==> src/rtl/data_mem_ctrl_pkg.sv <==
`default_nettype none
// ============================================================================
//  Module : data_mem_ctrl_pkg
//  Brief  : Shared encodings for the data-memory controller (lane masks, FSM).
//  Rev    : 1.0  initial release
// ============================================================================
package data_mem_ctrl_pkg;

    localparam logic [2:0]  C_MASK_BYTE     = 3'b001;
    localparam logic [2:0]  C_MASK_HALF     = 3'b011;
    localparam logic [2:0]  C_MASK_WORD     = 3'b111;
    localparam logic [31:0] C_LED_ADDR_DFLT = 32'h0000_2000;

    typedef enum logic [2:0] {
        ST_IDLE    = 3'd0,
        ST_RD_WAIT = 3'd1,
        ST_WR_RD   = 3'd2,
        ST_WR_WR   = 3'd3,
        ST_DONE    = 3'd4
    } state_t;

    function automatic logic is_half(input logic [3:0] mask);
        return (mask[2:0] == C_MASK_HALF);
    endfunction

    function automatic logic is_word(input logic [3:0] mask);
        return (mask[2:0] == C_MASK_WORD);
    endfunction

endpackage
`default_nettype wire

==> src/rtl/data_mem_ctrl_if.sv <==
`default_nettype none
// ============================================================================
//  Module : data_mem_ctrl_if
//  Brief  : Core-side request/response and BRAM-side signals of the controller.
//  Rev    : 1.0  initial release
// ============================================================================
interface data_mem_ctrl_if #(
    parameter int ADDR_W = 10
) ();
    logic [31:0]       addr;
    logic [31:0]       write_data;
    logic              memwrite;
    logic              memread;
    logic [3:0]        sign_mask;
    logic [31:0]       read_data;
    logic              stall;
    logic              misaligned;
    logic [ADDR_W-1:0] bram_addr;
    logic              bram_we;
    logic [31:0]       bram_wdata;
    logic [31:0]       bram_rdata;
    logic [7:0]        led;

    // Master is the core plus its BRAM; slave is the controller.
    modport master (
        output addr, write_data, memwrite, memread, sign_mask, bram_rdata,
        input  read_data, stall, misaligned, bram_addr, bram_we, bram_wdata, led
    );

    modport slave (
        input  addr, write_data, memwrite, memread, sign_mask, bram_rdata,
        output read_data, stall, misaligned, bram_addr, bram_we, bram_wdata, led
    );
endinterface
`default_nettype wire

==> src/rtl/data_mem_ctrl_lane_align.sv <==
`default_nettype none
// ============================================================================
//  Module : data_lane_align
//  Brief  : Lane extract + sign/zero extend for loads, lane merge for stores.
//  Rev    : 1.0  initial release
// ============================================================================
module data_lane_align
    import data_mem_ctrl_pkg::*;
(
    input  wire logic [31:0] i_word,
    input  wire logic [31:0] i_wr_data,
    input  wire logic [1:0]  i_lane,
    input  wire logic [3:0]  i_sign_mask,
    output logic      [31:0] o_load,
    output logic      [31:0] o_merged
);

    logic [7:0]  w_byte;
    logic [15:0] w_half;
    logic        w_sext;

    assign w_byte = i_word[8*i_lane +: 8];
    assign w_half = i_lane[1] ? i_word[31:16] : i_word[15:0];
    assign w_sext = i_sign_mask[3];

    always_comb begin
        o_load   = i_word;
        o_merged = i_wr_data;
        case (i_sign_mask[2:0])
            C_MASK_BYTE: begin
                o_load                  = {{24{w_sext & w_byte[7]}}, w_byte};
                o_merged                = i_word;
                o_merged[8*i_lane +: 8] = i_wr_data[7:0];
            end
            C_MASK_HALF: begin
                // Half lane is chosen by addr[1] alone; addr[0] is ignored.
                o_load = {{16{w_sext & w_half[15]}}, w_half};
                if (i_lane[1]) o_merged = {i_wr_data[15:0], i_word[15:0]};
                else           o_merged = {i_word[31:16], i_wr_data[15:0]};
            end
            default: begin
                o_load   = i_word;
                o_merged = i_wr_data;
            end
        endcase
    end

endmodule
`default_nettype wire

==> src/rtl/data_mem_ctrl.sv <==
`default_nettype none
// ============================================================================
//  Module : data_mem_ctrl
//  Brief  : Data-memory responder: BRAM loads/stores with sub-word RMW, LED reg.
//  Rev    : 1.0  initial release
// ============================================================================
module data_mem_ctrl
    import data_mem_ctrl_pkg::*;
#(
    parameter int          ADDR_W   = 10,
    parameter logic [31:0] LED_ADDR = C_LED_ADDR_DFLT
) (
    input  wire logic       clk,
    input  wire logic       rst_n,
    data_mem_ctrl_if.slave  bus
);

    state_t      r_state;
    logic [31:0] r_read_data;
    logic [7:0]  r_led;
    logic        r_bram_we;
    logic [31:0] r_bram_wdata;

    logic        w_req;
    logic        w_accept;
    logic        w_is_led;
    logic        w_oor;
    logic [31:0] w_load_ext;
    logic [31:0] w_merged;

    assign w_req    = bus.memread | bus.memwrite;
    // Gated by rst_n so a request held through reset cannot raise stall.
    assign w_accept = rst_n & w_req & (r_state == ST_IDLE);
    assign w_is_led = (bus.addr == LED_ADDR);
    assign w_oor    = (|bus.addr[31:ADDR_W+2]) & ~w_is_led;

    assign bus.stall      = w_accept | ((r_state != ST_IDLE) && (r_state != ST_DONE));
    assign bus.misaligned = w_accept &
                            ((is_half(bus.sign_mask) & bus.addr[0]) |
                             (is_word(bus.sign_mask) & (|bus.addr[1:0])));
    assign bus.bram_addr  = bus.addr[ADDR_W+1:2];
    assign bus.bram_we    = r_bram_we;
    assign bus.bram_wdata = r_bram_wdata;
    assign bus.read_data  = r_read_data;
    assign bus.led        = r_led;

    data_lane_align u_lane (
        .i_word      (bus.bram_rdata),
        .i_wr_data   (bus.write_data),
        .i_lane      (bus.addr[1:0]),
        .i_sign_mask (bus.sign_mask),
        .o_load      (w_load_ext),
        .o_merged    (w_merged)
    );

    always_ff @(posedge clk or negedge rst_n) begin
        if (!rst_n) begin
            r_state      <= ST_IDLE;
            r_read_data  <= '0;
            r_led        <= '0;
            r_bram_we    <= 1'b0;
            r_bram_wdata <= '0;
        end else begin
            r_bram_we <= 1'b0;
            case (r_state)
                ST_IDLE: begin
                    if (w_req) begin
                        if (w_is_led) begin
                            if (bus.memwrite) r_led       <= bus.write_data[7:0];
                            else              r_read_data <= {24'b0, r_led};
                            r_state <= ST_DONE;
                        end else if (w_oor) begin
                            if (!bus.memwrite) r_read_data <= '0;
                            r_state <= ST_DONE;
                        end else if (bus.memwrite) begin
                            if (is_word(bus.sign_mask)) begin
                                r_bram_we    <= 1'b1;
                                r_bram_wdata <= bus.write_data;
                                r_state      <= ST_WR_WR;
                            end else begin
                                r_state <= ST_WR_RD;
                            end
                        end else begin
                            r_state <= ST_RD_WAIT;
                        end
                    end
                end
                ST_RD_WAIT: begin
                    r_read_data <= w_load_ext;
                    r_state     <= ST_DONE;
                end
                ST_WR_RD: begin
                    // Old word is on bram_rdata now; write back with the new lane.
                    r_bram_we    <= 1'b1;
                    r_bram_wdata <= w_merged;
                    r_state      <= ST_WR_WR;
                end
                ST_WR_WR: r_state <= ST_DONE;
                ST_DONE:  r_state <= ST_IDLE;
                default:  r_state <= ST_IDLE;
            endcase
        end
    end

endmodule
`default_nettype wire

==> src/flat_wrapper.sv <==
// flat-port wrapper written by rule: the top's interface ports become plain ports
module data_mem_ctrl_flat import data_mem_ctrl_pkg::*;
#(
    parameter int          ADDR_W   = 10,
    parameter logic [31:0] LED_ADDR = C_LED_ADDR_DFLT
)
  (clk, rst_n, bus_addr, bus_write_data, bus_memwrite, bus_memread, bus_sign_mask, bus_bram_rdata, bus_read_data, bus_stall, bus_misaligned, bus_bram_addr, bus_bram_we, bus_bram_wdata, bus_led);
  data_mem_ctrl_if #(.ADDR_W(ADDR_W)) bus_i ();
  input  wire logic clk;
  input  wire logic rst_n;
  input wire logic [$bits(bus_i.addr)-1:0] bus_addr;
  input wire logic [$bits(bus_i.write_data)-1:0] bus_write_data;
  input wire logic [$bits(bus_i.memwrite)-1:0] bus_memwrite;
  input wire logic [$bits(bus_i.memread)-1:0] bus_memread;
  input wire logic [$bits(bus_i.sign_mask)-1:0] bus_sign_mask;
  input wire logic [$bits(bus_i.bram_rdata)-1:0] bus_bram_rdata;
  output wire logic [$bits(bus_i.read_data)-1:0] bus_read_data;
  output wire logic [$bits(bus_i.stall)-1:0] bus_stall;
  output wire logic [$bits(bus_i.misaligned)-1:0] bus_misaligned;
  output wire logic [$bits(bus_i.bram_addr)-1:0] bus_bram_addr;
  output wire logic [$bits(bus_i.bram_we)-1:0] bus_bram_we;
  output wire logic [$bits(bus_i.bram_wdata)-1:0] bus_bram_wdata;
  output wire logic [$bits(bus_i.led)-1:0] bus_led;
  assign bus_i.addr = bus_addr;
  assign bus_i.write_data = bus_write_data;
  assign bus_i.memwrite = bus_memwrite;
  assign bus_i.memread = bus_memread;
  assign bus_i.sign_mask = bus_sign_mask;
  assign bus_i.bram_rdata = bus_bram_rdata;
  assign bus_read_data = bus_i.read_data;
  assign bus_stall = bus_i.stall;
  assign bus_misaligned = bus_i.misaligned;
  assign bus_bram_addr = bus_i.bram_addr;
  assign bus_bram_we = bus_i.bram_we;
  assign bus_bram_wdata = bus_i.bram_wdata;
  assign bus_led = bus_i.led;
  data_mem_ctrl #(.ADDR_W(ADDR_W), .LED_ADDR(LED_ADDR)) u_core (.clk(clk), .rst_n(rst_n), .bus(bus_i));
endmodule
==> config.mk <==
export PLATFORM = sky130hd
export DESIGN_NAME = data_mem_ctrl_flat
export DESIGN_NICKNAME = d
export VERILOG_FILES = /design/src/rtl/data_mem_ctrl_pkg.sv /design/src/rtl/data_mem_ctrl_if.sv /design/src/rtl/data_mem_ctrl_lane_align.sv /design/src/rtl/data_mem_ctrl.sv /design/src/flat_wrapper.sv
export SDC_FILE = /design/constraint.sdc
export NUM_CORES = 1
export LEC_CHECK = 0
export CAP_MARGIN = 0
export CORE_ASPECT_RATIO = 0.8
export CORE_UTILIZATION = 46
export DETAILED_ROUTE_END_ITERATION = 8
export GPL_TIMING_DRIVEN = 0
export MAX_ROUTING_LAYER = met4
export PLACE_DENSITY = 0.86
export SYNTH_ARGS = -nofsm -noshare
export SYNTH_HDL_FRONTEND = slang
export SYNTH_SLANG_ARGS = --single-unit
==> constraint.sdc <==
create_clock -name clk -period 3.58 [get_ports clk]
set_clock_uncertainty 0.15 [all_clocks]
set_input_delay 0.716 -clock clk [delete_from_list [all_inputs] [get_ports clk]]
set_output_delay 0.716 -clock clk [all_outputs]
set_load 0.01 [all_outputs]
==> impl_metrics.py <==
metrics = {
    "clocking": {
        "htree_levels": 3,
        "clkTransAtPathRegs_ns": 0.06,
        "numCtsBuffers": 9,
        "cts.hold.buffers_added": 0,
        "cts_tree": "done",
        "clk_latency_ns": 0.33,
        "clock-sinks": 76,
        "cts_root_buffer": "clkbuf_16",
        "clock_path_buffers": 2,
        "cts_setup_buffers": 0,
    },
    "sta": {
        "whs_ns": 0.153,
        "fin_crit_sh": 0.940,
        "rsz0062_at_grt": "false",
        "setup_viol": 0,
        "worst_slew_pin_slew_ns": 0.857,
        "slew_headroom": 0.421,
        "finalCriticalPeriod_ns": 3.36,
        "finalSetupTns_ns": 0,
        "fmax_mhz": 297,
        "drv_slew": 0,
        "finalHoldViolCount": 0,
    },
    "die": {
        "rows": 31,
        "core-area_mm2": 0.00915,
        "initial_core_util": 0.478,
        "die_w_um": 111,
        "num_io_pins": 189,
        "dieArea_mm2": 0.00991,
        "fp.dieH_um": 89.2,
    },
    "worst_setup_path": {
        "start_kind": "input pin",
        "required_ns": 2.71,
        "end_kind": "primary output",
        "critPathKind": "in2out",
        "crit_fanout": 10,
        "critPathArrivalTime_ns": 2.50,
    },
    "yosys": {
        "ys_ff_latch": 76,
        "synth.area.top_cells": "dfrtp_1 43%, nand2_1 6.1%, o21ai_0 4.2%, mux4_2 4.1%, o211ai_1 3.6%",
        "yosysUniqueCellTypes": 49,
        "ys_async_sr_fraction": 1.00,
        "synth_edf_count": 0,
        "synth_top_cell_area_share": 0.435,
        "synthFlopType": "dfrtp_1",
        "synth_warnings": 0,
        "postSynthAreaPerCell_um2": 9.35,
        "syn_nets": 577,
        "synth_top_area_cell": "dfrtp_1",
        "syn-instance-count": 468,
        "syn_area_mm2": 0.00438,
        "ys_seq_area_frac": 0.435,
    },
    "drt": {
        "firstDrtPassIters": 8,
        "drt_iter0_markers": 595,
        "via_count": 4910,
        "wirelength_mm": 16.6,
        "drc": 27,
        "ant_nets": 0,
        "routed_via_density": 6.24,
        "post_drt_wl_per_cell_um": 21.1,
    },
    "cells_and_area": {
        "antenna_cells": 0,
        "multi_input_area_mm2": 0.00223,
        "final_common_cell": "clkdlybuf4s50_1",
        "fin_nets": 777,
        "final_cell_mix": "185 x clkdlybuf4s50_1, 76 x dfrtp_1, 71 x nand2_1",
        "fill_cells": 690,
        "drive_above_1_share": 0.0982,
        "layout.area.seq_mm2": 0.00190,
        "syn_to_final_growth_pct": 54.0,
    },
    "power_and_ir_drop": {
        "power.static_leakage_uw": 0.00271,
        "peakVddDrop_mv": 0.271,
        "power_density_mw_per_mm2": 345,
    },
    "grt": {
        "grt_pass1_wl_mm": 24.7,
        "grt_pass1_vias": 4669,
        "grtUsageTotal": 0.340,
        "antenna_found_initial": 0,
        "grt-ovfl-total": 0,
        "grt_max_degree": 51,
    },
    "job": {
        "drv_cap": 0,
    },
    "placement": {
        "port_buffers": 188,
        "place_hpwl_mm": 12.9,
        "place_congestion": 0.976,
    },
    "min_path": {
        "min_path_type": "in2async",
    },
    "outcome": {
        "violations": "DRC",
        "outcome": "finished, violations left",
    },
}
-- layer usage --
| layer | track usage | routed length [um] | vias up | share of wire |
|---|---|---|---|---|
| met5 | - | 0 | - | 0 |
| met4 | 0.144 | 508 | 0 | 0.031 |
| met3 | 0.0780 | 1740 | 55 | 0.10 |
| met2 | 0.545 | 7720 | 370 | 0.46 |
| met1 | 0.420 | 6650 | 2315 | 0.40 |
| li1 | - | - | 2170 | - |
-- final timing paths --
path	startpoint	endpoint	slack [ns]	cells past startpoint
worst min register to register	u_core.bus.read_data[21]	u_core.bus.read_data[21]	0.33	2
worst max-delay path	bus_addr[1]	bus_misaligned	0.22	7
worst max register to register	u_core.r_state[0]	u_core.bus.bram_wdata[17]	1.05	7
max in group asynchronous	rst_n	u_core.bus.read_data[13]	2.55	2
min in group clk	u_core.bus.read_data[21]	u_core.bus.read_data[21]	0.33	2
worst min-delay path	rst_n	u_core.bus.bram_wdata[16]	0.15	1
-- stage by stage --
step                      setup WS, ns  utilization  instances  cell area (um2)  power (uW)
after CTS                       0.0123        0.737        787             6750        2320
after floorplan                  0.813            -        468             4380        1080
after detailed placement        -0.427        0.702        772             6430        1360
final                            0.215        0.736        787             6740        2320
after global placement           -2.20        0.699        771             6400        1350
after global routing             0.150        0.736        787             6740        2390
-- synthesized netlist by cell type (2+ instances only) --
cell type,number
a32oi_1,4
buf_4,10
a22oi_1,17
o21bai_1,3
a31oi_1,6
o221ai_1,2
a222oi_1,14
nor4bb_1,2
nor2_1,38
o31ai_1,7
buf_2,12
o21ai_0,37
nor4_2,2
nor4b_1,2
nor3_1,7
a221oi_1,7
nand3_1,11
ha_1,5
buf_1,2
o21ai_1,18
buf_6,2
mux4_2,8
nor2b_1,11
or3_1,2
or3b_1,2
nand2_1,71
a2bb2oi_1,7
dfrtp_1,76
inv_1,4
a21oi_1,10
mux2_2,9
and2_1,3
nor4_1,5
a31o_2,2
o211ai_1,21
mux2i_1,2
clkbuf_1,15
-- logic make-up (layout without fill, tap and decap cells) --
kind of cell,count (synthesis),in the layout,synth area share
and+or+nand+nor,162,162,0.173
AOI/OAI and AO/OA,160,160,0.254
buffers and inverters,46,250,0.0552
DFF,76,76,0.435
muxes,19,19,0.0689
adders and majority gates,5,5,0.0143
-- sequential cells by signal, summed over array words and instances, names as in the netlist --
register and flops:
u_core.bus.bram_wdata 32, u_core.bus.read_data 32, u_core.bus.led 8, u_core.r_state 3, u_core.bus.bram_we 1
-- report_power, final --
| part | leakage [uW] | internal (uW) | switching [uW] | total [uW] |
|---|---|---|---|---|
| clock network | 0.000148 | 607 | 357 | 965 |
| registers | 0.00100 | 889 | 19.4 | 908 |
| logic | 0.00156 | 241 | 209 | 450 |
-- worst max-delay path, stage by stage --
cell	delay, ns
clkbuf_2	0.19
buf_4	0.22
inv_1	0.10
ha_1	0.28
mux2_2	0.29
nor3_1	0.13
clkdlybuf4s50_1	0.57
-- layout make-up --
type                    instances  share of cell area
clock inverters                 6              0.0132
multi-input cells             346               0.331
well taps                     115              0.0213
plain buffers                  41              0.0342
clock buffers                   9              0.0334
flip-flops and latches         76               0.282
inverters                       5             0.00297
repair buffers                189               0.281
-- what timing repair did --
| action | CTS | global route |
|---|---|---|
| pin swaps | 0 | 0 |
| gates resized for setup | 6 | 3 |
| setup endpoints to repair | 2 | 2 |
(Power assumes the default switching activity.)
